## src/rtl/ols_pkg.sv

```systemverilog
// Shared definitions for the sampler -> run-length encoder -> capture writer pipeline.
// Record layout and count encoding live here so every stage packs records identically.
package ols_pkg;

   // Record fields from MSB to LSB as packed into capture memory: {tevent, tcount, tdata}.
   typedef enum logic [1:0] {
      FLD_TEVENT = 2'd0,
      FLD_TCOUNT = 2'd1,
      FLD_TDATA  = 2'd2
   } rec_field_e;

   // A run of length L is stored with count L - RLE_CNT_BIAS.
   localparam int unsigned RLE_CNT_BIAS = 1;

   typedef enum logic [2:0] {
      ACT_IDLE,
      ACT_START,
      ACT_MERGE,
      ACT_CLOSE,
      ACT_FLUSH,
      ACT_BYPASS
   } rle_act_e;

   function automatic int unsigned rec_width(input int unsigned sdw,
                                             input int unsigned sew,
                                             input int unsigned rcw);
      return sdw + sew + rcw;
   endfunction

endpackage

```

## src/rtl/rle_enc_if.sv

```systemverilog
// Sample input stream and run-record output stream of the run-length encoder.
// The slave modport is the encoder's view; master is the surrounding pipeline's view.
interface rle_enc_if #(
   parameter int SDW = 32,
   parameter int SEW = 1,
   parameter int RCW = 8
);

   logic           sti_tready;
   logic           sti_tvalid;
   logic [SEW-1:0] sti_tevent;
   logic [SDW-1:0] sti_tdata;

   logic           sto_tready;
   logic           sto_tvalid;
   logic [SEW-1:0] sto_tevent;
   logic [SDW-1:0] sto_tdata;
   logic [RCW-1:0] sto_tcount;

   modport slave (
      output sti_tready,
      input  sti_tvalid, sti_tevent, sti_tdata,
      input  sto_tready,
      output sto_tvalid, sto_tevent, sto_tdata, sto_tcount
   );

   modport master (
      input  sti_tready,
      output sti_tvalid, sti_tevent, sti_tdata,
      output sto_tready,
      input  sto_tvalid, sto_tevent, sto_tdata, sto_tcount
   );

endinterface

```

## src/rtl/rle_enc_str_reg.sv

```systemverilog
// One-entry stream output register: holds a record until the consumer takes it.
// The owner may assert load only while free is high, which keeps a stalled record stable.
module str_reg #(
   parameter int W = 8
) (
   input  logic         clk,
   input  logic         rst,
   input  logic         load,
   input  logic [W-1:0] din,
   input  logic         ready,
   output logic         valid,
   output logic [W-1:0] dout,
   output logic         free
);

   assign free = !valid || ready;

   always_ff @(posedge clk) begin
      // NOTE: non-blocking assignments let every register sample pre-edge values; blocking here would create ordering races.
      if (rst) begin
         valid <= 1'b0;
         dout  <= '0;
      end else if (load) begin
         valid <= 1'b1;
         dout  <= din;
      end else if (ready) begin
         valid <= 1'b0;
      end
   end

endmodule

```

## src/rtl/rle_enc.sv

```systemverilog
// Run-length encoder: collapses consecutive equal (masked) samples into one
// {first sample, event, repeat count} record; bypass passes every sample through with count 0.
module rle_enc
   import ols_pkg::*;
#(
   parameter int SDW = 32,
   parameter int SEW = 1,
   parameter int RCW = 8
) (
   input  logic           clk,
   input  logic           rst,
   input  logic           cfg_ena,
   input  logic [SDW-1:0] cfg_msk,
   input  logic           ctl_flush,
   output logic           sts_empty,
   rle_enc_if.slave       bus
);

   localparam int unsigned    REC_W     = rec_width(SDW, SEW, RCW);
   localparam logic [RCW-1:0] CNT_FIRST = RCW'(1 - RLE_CNT_BIAS);
   localparam logic [RCW-1:0] CNT_MAX   = '1;

   logic           run_vld;
   logic [SDW-1:0] run_data;
   logic [SEW-1:0] run_evt;
   logic [RCW-1:0] run_cnt;

   logic             slot_free;
   logic             out_vld;
   logic             out_load;
   logic [REC_W-1:0] out_din;
   logic [REC_W-1:0] out_rec;

   logic     acc;
   logic     same_data;
   logic     merge_ok;
   rle_act_e act;

   assign bus.sti_tready = slot_free && !ctl_flush;
   assign acc            = bus.sti_tvalid && bus.sti_tready;

   // Events never merge: a flagged sample must stay addressable as its own record.
   assign same_data = ((bus.sti_tdata ^ run_data) & cfg_msk) == '0;
   assign merge_ok  = run_vld && same_data && (run_evt == '0) &&
                      (bus.sti_tevent == '0) && (run_cnt != CNT_MAX);

   always_comb begin
      // NOTE: every output gets a default first so no path leaves a value held, which would infer a latch.
      act      = ACT_IDLE;
      out_load = 1'b0;
      out_din  = {run_evt, run_cnt, run_data};

      if (!cfg_ena) begin
         if (acc) act = ACT_BYPASS;
      end else if (ctl_flush) begin
         if (run_vld && slot_free) act = ACT_FLUSH;
      end else if (acc) begin
         if (!run_vld)     act = ACT_START;
         else if (merge_ok) act = ACT_MERGE;
         else               act = ACT_CLOSE;
      end

      case (act)
         ACT_BYPASS: begin
            out_load = 1'b1;
            out_din  = {bus.sti_tevent, CNT_FIRST, bus.sti_tdata};
         end
         ACT_CLOSE, ACT_FLUSH: out_load = 1'b1;
         default: ;
      endcase
   end

   always_ff @(posedge clk) begin
      // NOTE: data fields are cleared on reset too, so a post-reset record never carries stale bits.
      if (rst) begin
         run_vld  <= 1'b0;
         run_data <= '0;
         run_evt  <= '0;
         run_cnt  <= '0;
      end else begin
         case (act)
            ACT_START, ACT_CLOSE: begin
               run_vld  <= 1'b1;
               run_data <= bus.sti_tdata;
               run_evt  <= bus.sti_tevent;
               run_cnt  <= CNT_FIRST;
            end
            ACT_MERGE: run_cnt <= run_cnt + 1'b1;
            ACT_FLUSH: run_vld <= 1'b0;
            default: ;
         endcase
      end
   end

   str_reg #(.W(REC_W)) u_out (
      .clk   (clk),
      .rst   (rst),
      .load  (out_load),
      .din   (out_din),
      .ready (bus.sto_tready),
      .valid (out_vld),
      .dout  (out_rec),
      .free  (slot_free)
   );

   assign bus.sto_tvalid = out_vld;
   assign {bus.sto_tevent, bus.sto_tcount, bus.sto_tdata} = out_rec;
   assign sts_empty = !run_vld && !out_vld;

endmodule
```

## src/flat_wrapper.sv

```systemverilog
// flat-port wrapper written by rule: the top's interface ports become plain ports
module rle_enc_flat import ols_pkg::*;
#(
   parameter int SDW = 32,
   parameter int SEW = 1,
   parameter int RCW = 8
)
  (clk, rst, cfg_ena, cfg_msk, ctl_flush, sts_empty, bus_sti_tready, bus_sti_tvalid, bus_sti_tevent, bus_sti_tdata, bus_sto_tready, bus_sto_tvalid, bus_sto_tevent, bus_sto_tdata, bus_sto_tcount);
  rle_enc_if #(.SDW(SDW), .SEW(SEW), .RCW(RCW)) bus_i ();
  input  logic clk;
  input  logic rst;
  input  logic cfg_ena;
  input  logic [SDW-1:0] cfg_msk;
  input  logic ctl_flush;
  output logic sts_empty;
  output wire logic [$bits(bus_i.sti_tready)-1:0] bus_sti_tready;
  input wire logic [$bits(bus_i.sti_tvalid)-1:0] bus_sti_tvalid;
  input wire logic [$bits(bus_i.sti_tevent)-1:0] bus_sti_tevent;
  input wire logic [$bits(bus_i.sti_tdata)-1:0] bus_sti_tdata;
  input wire logic [$bits(bus_i.sto_tready)-1:0] bus_sto_tready;
  output wire logic [$bits(bus_i.sto_tvalid)-1:0] bus_sto_tvalid;
  output wire logic [$bits(bus_i.sto_tevent)-1:0] bus_sto_tevent;
  output wire logic [$bits(bus_i.sto_tdata)-1:0] bus_sto_tdata;
  output wire logic [$bits(bus_i.sto_tcount)-1:0] bus_sto_tcount;
  assign bus_sti_tready = bus_i.sti_tready;
  assign bus_i.sti_tvalid = bus_sti_tvalid;
  assign bus_i.sti_tevent = bus_sti_tevent;
  assign bus_i.sti_tdata = bus_sti_tdata;
  assign bus_i.sto_tready = bus_sto_tready;
  assign bus_sto_tvalid = bus_i.sto_tvalid;
  assign bus_sto_tevent = bus_i.sto_tevent;
  assign bus_sto_tdata = bus_i.sto_tdata;
  assign bus_sto_tcount = bus_i.sto_tcount;
  rle_enc #(.SDW(SDW), .SEW(SEW), .RCW(RCW)) u_core (.clk(clk), .rst(rst), .cfg_ena(cfg_ena), .cfg_msk(cfg_msk), .ctl_flush(ctl_flush), .sts_empty(sts_empty), .bus(bus_i));
endmodule
```

## config.mk

```make
export PLATFORM = sky130hd
export DESIGN_NAME = rle_enc_flat
export DESIGN_NICKNAME = d
export VERILOG_FILES = /design/src/rtl/ols_pkg.sv /design/src/rtl/rle_enc_if.sv /design/src/rtl/rle_enc_str_reg.sv /design/src/rtl/rle_enc.sv /design/src/flat_wrapper.sv
export SDC_FILE = /design/constraint.sdc
export NUM_CORES = 1
export LEC_CHECK = 0
export ABC_AREA = 1
export BUFFER_PORTS_ARGS = -buffer_cell sky130_fd_sc_hd__clkbuf_2
export CAP_MARGIN = 20
export CORE_MARGIN = 8
export CORE_UTILIZATION = 32
export CTS_BUF_LIST = sky130_fd_sc_hd__clkbuf_4 sky130_fd_sc_hd__clkbuf_8 sky130_fd_sc_hd__clkbuf_16
export DETAILED_ROUTE_END_ITERATION = 10
export GPL_TIMING_DRIVEN = 0
export RECOVER_POWER = 25
export SLEW_MARGIN = 20
export SYNTH_ARGS = -nofsm -noshare
export SYNTH_HDL_FRONTEND = slang
export SYNTH_HIERARCHICAL = 1
export SYNTH_SLANG_ARGS = --single-unit
```

## constraint.sdc

```tcl
create_clock -name clk -period 5.4 [get_ports clk]
set_clock_uncertainty 0.15 [all_clocks]
set_input_delay 0.54 -clock clk [delete_from_list [all_inputs] [get_ports clk]]
set_output_delay 0.54 -clock clk [all_outputs]
set_load 0.1 [all_outputs]
```

Yosys cells after proc, flatten, opt, wreduce, memory -nomap -nowiden
Index checks and enable logic that the tools add are counted.

word-level totals
  output and inout port bits = 44
  register bits after elaboration = 84
  input port bits = 71

cells by class
  bitwise operators = 4
  reduce and logical (&&, ||, !) cells = 18
  $add $sub $neg = 1
  mux-type cells = 13
  eq/ne operators = 6

operators with widths
  operator                                                               count
  41-bit 2-to-1 mux                                                      1
  32-bit bitwise AND                                                     1
  32-bit zero test                                                       1
  32-bit bitwise XOR                                                     1
  3-bit 2-to-1 mux                                                       6
  8-bit one-hot mux with 2 select lines                                  1
  8-bit by 1-bit adder with 8-bit output, second input constant          1
  1-bit logical AND                                                      8
  8-bit inequality test, second input constant                           1
  3-bit by 2-bit equality test with 1-bit output, second input constant  2
  3-bit equality test, second input constant                             2
  2-bit nonzero test                                                     3
  1-bit 2-to-1 mux                                                       4
  3-bit by 1-bit equality test with 1-bit output, second input constant  1
  1-bit zero test                                                        3
  3-bit OR reduction                                                     1
  1-bit NOT                                                              2
  1-bit one-hot mux with 2 select lines                                  1
  2-bit OR reduction                                                     1
  1-bit logical OR                                                       1

Logic depth before layout (Yosys ltp)
  word-level depth = 16
  mapped depth = 17
  depth with buffers taken out = 15

Hierarchy
Netlist, hierarchy kept.

modules (own cells, without submodules)
  module   seq. area each (um^2)  cells an instance  area each (um^2)  times used
  rle_enc  840.8                  591                3290.7            1
  str_reg  840.8                  182                1465.2            1

Worst setup path after synthesis
Ideal clock, no wire load.

  kind = reg-to-reg
  from = register u_core.u_out.valid
  to = register u_core.u_out.dout[10]
  data arrival time = 3771 ps
  data required time = 5131 ps
  cell stages (with the launch flop) = 13
  slack = 1360 ps
  buffers on the path = 3
  cell sequence = dfxtp_1 -> nand2_1 -> inv_1 -> nor2_1 -> nand2_1 -> nor2_1 -> clkbuf_1 -> buf_2 -> nand3b_1 -> inv_2 -> buf_4 -> nor2_1 -> nor2_1

between the ends
  longest elaborated chain between the ends = 10
  elaborated cells between the ends (all ways) = 16
  those cells by class = eq/ne (3); mux (7); reduce/logical (6)

RTL lines
  what                                                                                          RTL line               text
  start, declared                                                                               rle_enc_str_reg.sv:11  output logic valid,
  start signal, assigned                                                                        rle_enc_str_reg.sv:21  valid <= 1'b0;
  start signal, assigned                                                                        rle_enc_str_reg.sv:24  valid <= 1'b1;
  start signal, assigned                                                                        rle_enc_str_reg.sv:27  valid <= 1'b0;
  1-bit zero test (*)                                                                           rle_enc_str_reg.sv:16  assign free = !valid || ready;
  1-bit logical OR (*)                                                                          rle_enc_str_reg.sv:16
  named net u_core.slot_free                                                                    rle_enc.sv:28          logic slot_free;
  1-bit logical AND (*)                                                                         rle_enc.sv:39          assign bus.sti_tready = slot_free && !ctl_flush;
  named net bus_sti_tready                                                                      flat_wrapper.sv:16     output wire logic [$bits(bus_i.sti_tready)-1:0] bus_sti_tready;
  1-bit logical AND (*)                                                                         rle_enc.sv:40          assign acc = bus.sti_tvalid && bus.sti_tready;
  3-bit 2-to-1 mux                                                                              rle_enc.sv:57          end else if (acc) begin
  3-bit 2-to-1 mux                                                                              rle_enc.sv:55          end else if (ctl_flush) begin
  3-bit 2-to-1 mux (*)                                                                          rle_enc.sv:53          if (!cfg_ena) begin
  3-bit equality test / 3-bit by 2-bit equality test with 1-bit output (equally long branches)  rle_enc.sv:63          case (act)
  3-bit OR reduction (no source line) (*)                                                       n/a
  1-bit 2-to-1 mux (*)                                                                          rle_enc.sv:63
  named net u_core.out_load                                                                     rle_enc.sv:30          logic out_load;
  end signal, assigned                                                                          rle_enc_str_reg.sv:25  dout <= din;
  end, declared                                                                                 rle_enc_str_reg.sv:12  output logic [W-1:0] dout,

Mark *: on every way through the listed nets, which the timed path passes. The rest lies on a longest branch.
A chain may end at the register's enable or synchronous reset.

Final worst setup path
  from = register u_core.u_out.valid
  to = register u_core.u_out.dout[39]

between the ends
  longest elaborated chain between the ends = 10
  elaborated cells between the ends (all ways) = 16
  those cells by class = eq/ne (3); mux (7); reduce/logical (6)

RTL lines
  what                                                                                          RTL line
  1-bit zero test (*)                                                                           rle_enc_str_reg.sv:16
  1-bit logical OR (*)                                                                          rle_enc_str_reg.sv:16
  named net u_core.slot_free                                                                    rle_enc.sv:28
  1-bit logical AND                                                                             rle_enc.sv:39
  1-bit logical AND                                                                             rle_enc.sv:40
  3-bit 2-to-1 mux                                                                              rle_enc.sv:57
  3-bit 2-to-1 mux                                                                              rle_enc.sv:55
  3-bit 2-to-1 mux (*)                                                                          rle_enc.sv:53
  3-bit equality test / 3-bit by 2-bit equality test with 1-bit output (equally long branches)  rle_enc.sv:63
  3-bit OR reduction (no source line) (*)                                                       n/a
  1-bit 2-to-1 mux (*)                                                                          rle_enc.sv:63
  named net u_core.out_load                                                                     rle_enc.sv:30

Marks and branches as above.

==> reports/results.tsv <==
metric	value	unit
cp_max_fo	10	
power_density	297.1	nW/um^2
yosysTopAreaCellShare	35.36	%
cts.repair.resized	0	
grt_pass1_wl	24670	um
yosys.area.top_type	dfxtp_1	
overflow	0	
synth_seq_area_share	35.36	%
dpl-instance-area	5557	sq um
nets	970	
yosys-mux-area-fraction	0	%
htreeDepth	3	
dr.pass1.iters	4	
drive_gt1_share	15.96	%
die_y	137.9	um
synthArstFlopShare	0	%
max_freq	326.0	MHz
whs	221.1	ps
min_path_type	input port to flop	
max_slew_margin	19.66	%
synth_adder_area_share	0.2631	%
avgSynthCellArea	6.152	sq um
cp.arrival	3160	ps
vias	5026	
status	complete, no violations	
setup_violations	0	
synth_compound_area_share	8.945	%
viasPerCell	4.628	
ir_drop	197.4	uV
multiInputGateArea	2385	sq um
synth_cell_types	29	
drt_iter0_markers	334	
io_pins	115	
ctsHoldBuffers	0	
areaGrowthSynthToFinish	22.13	%
synth_top_family_by_area	simple AND/OR/NAND/NOR gates	
avgRoutedWirePerCell	14.24	um
worstSetupPathType	flop to flop	
clock-root-buffer	clkbuf_16	
drt-total-wl	15470	um
hpwl	11860	um
synthFlopType	dfxtp_1	
synth_most_common_cell	nand2_1	
syn-cell-area	4756	sq um
synth_fp_nets	845	
maxSlewViolCount	0	
antenna_found_initial	0	
initial_core_util	32.72	%
seqCellArea	1682	sq um
die_w	137.9	um
synth_cells	773	
hold_violations	0	
synth.area.top_cells	dfxtp_1, nand2_1, nor2_1	
postCtsSetupBuffers	0	
clock-sinks	84	
n_antenna_cell	0	
synth_common_cells	nand2_1, nor2_1, inv_1	
core_area	14530	sq um
final_area	5808	sq um
synth-seq-cells	84	
antenna_left	0	
clk_path_buf_depth	2	
die_area	19020	sq um
grt_pass1_vias	4778	
io_buffer_count	114	
drc	0	
tightest_slew	1210	ps
layout_min_cycle_time	3068	ps
leakage	0.002969	uW
synth-simple-area-share	40.20	%
grt_use_total	16.75	%
cp-end-kind	flop	
clk_latency	350	ps
final_util	39.96	%
ys.warnings.count	6	
clk_pin_slew_worst_paths	60	ps
numCtsBuffers	9	
grt_max_degree	14	
start_kind	flop	
num_rows	44	
cts_tree	built	
fin_tns_setup	0	ps
synth_edf_count	0	
synthXorXnorAreaFrac	0.7366	%
max-cap-violations	0	
fillers	1635	
place.gp.congestion	0.8205	
rsz0062_at_grt	false	
fin_crit_sh	56.81	%
crit_required	5490	ps
==> sequential cells by signal, summed over array words and instances (netlist names) <==
signal,cells
u_core/run_cnt,8
u_core/u_out/valid,1
u_core/run_data,32
u_core/run_vld,1
u_core/run_evt,1
u_core/u_out/dout,41
==> cells in the final DEF (no fill, tap or decap), types with 2 or more instances in the layout <==
| cell | count |
|---|---|
| nand2_1 | 197 |
| nor2_1 | 139 |
| inv_1 | 111 |
| clkbuf_2 | 86 |
| dfxtp_1 | 84 |
| o21ai_0 | 75 |
| nand4_1 | 48 |
| clkbuf_1 | 41 |
| nand3_1 | 36 |
| a21oi_1 | 10 |
| clkbuf_16 | 9 |
| nand2_2 | 9 |
| buf_2 | 7 |
| inv_2 | 7 |
| buf_6 | 7 |
| nor3_1 | 5 |
| buf_1 | 4 |
| xor2_1 | 4 |
| clkbuf_4 | 4 |
| clkinv_2 | 3 |
| nor2_2 | 2 |
| buf_4 | 2 |
==> through the flow <==
stage	std cells	power (uW)	setup WS, ps
6_report	1086	1725	2332
3_3_place_gp	1071	1123	2005
5_1_grt	1086	1814	2171
2_1_floorplan	773	1012	1360
4_1_cts	1086	1754	2309
3_5_place_dp	1071	1124	2025
==> routing by layer <==
layer  wire (um)  part of all wire, %  GRT usage [%]
met1        7208                   47          21.72
met2        6957                   45          26.44
met3        1113                  7.2          4.855
met4         188                  1.2          4.776
met5           0                    0              0
==> cell families (layout without fill, tap and decap cells) <==
group | after synthesis | after routing
AOI/OAI and AO/OA | 85 | 85
and+or+nand+nor | 442 | 442
DFF | 84 | 84
buffers and inverters | 157 | 286
adders and majority gates | 1 | 1
xor gates and xnor gates | 4 | 4
==> worst max-delay path: stages, from the launching register on <==
cell,delay [ps]
dfxtp_1,340
nand2_1,140
inv_1,50
nor2_1,120
nand2_1,140
nor2_1,230
clkbuf_1,470
buf_2,360
nand3b_1,380
inv_2,190
buf_6,180
nor2_1,130
nor2_1,70
==> power breakdown <==
part           switching [uW]  leakage [uW]  internal [uW]  total [uW]
logic                     337       0.00214           95.3         432
registers                17.5      0.000686            656         674
clock network             254      0.000144            366         619
total                     608       0.00297           1120        1730
==> final timing paths <==
check	start	endpoint	slack (ps)	depth (start not counted)
max	u_core/u_out/valid	u_core/u_out/dout[39]	2330	12
min	rst	u_core/u_out/valid	220	2
min reg2reg	u_core/run_cnt[7]	u_core/run_cnt[7]	320	2
max reg2reg	u_core/u_out/valid	u_core/u_out/dout[39]	2330	12
==> final cells by class <==
| type | count | area share (%) |
|---|---|---|
| plain buffers | 38 | 4.179 |
| clock buffers | 10 | 4.115 |
| clock inverters | 5 | 0.9048 |
| inverters | 119 | 7.691 |
| multi-input cells | 532 | 41.06 |
| flip-flops and latches | 84 | 28.95 |
| well taps | 184 | 3.964 |
| repair buffers | 114 | 9.134 |
(Power assumes the default switching activity.)
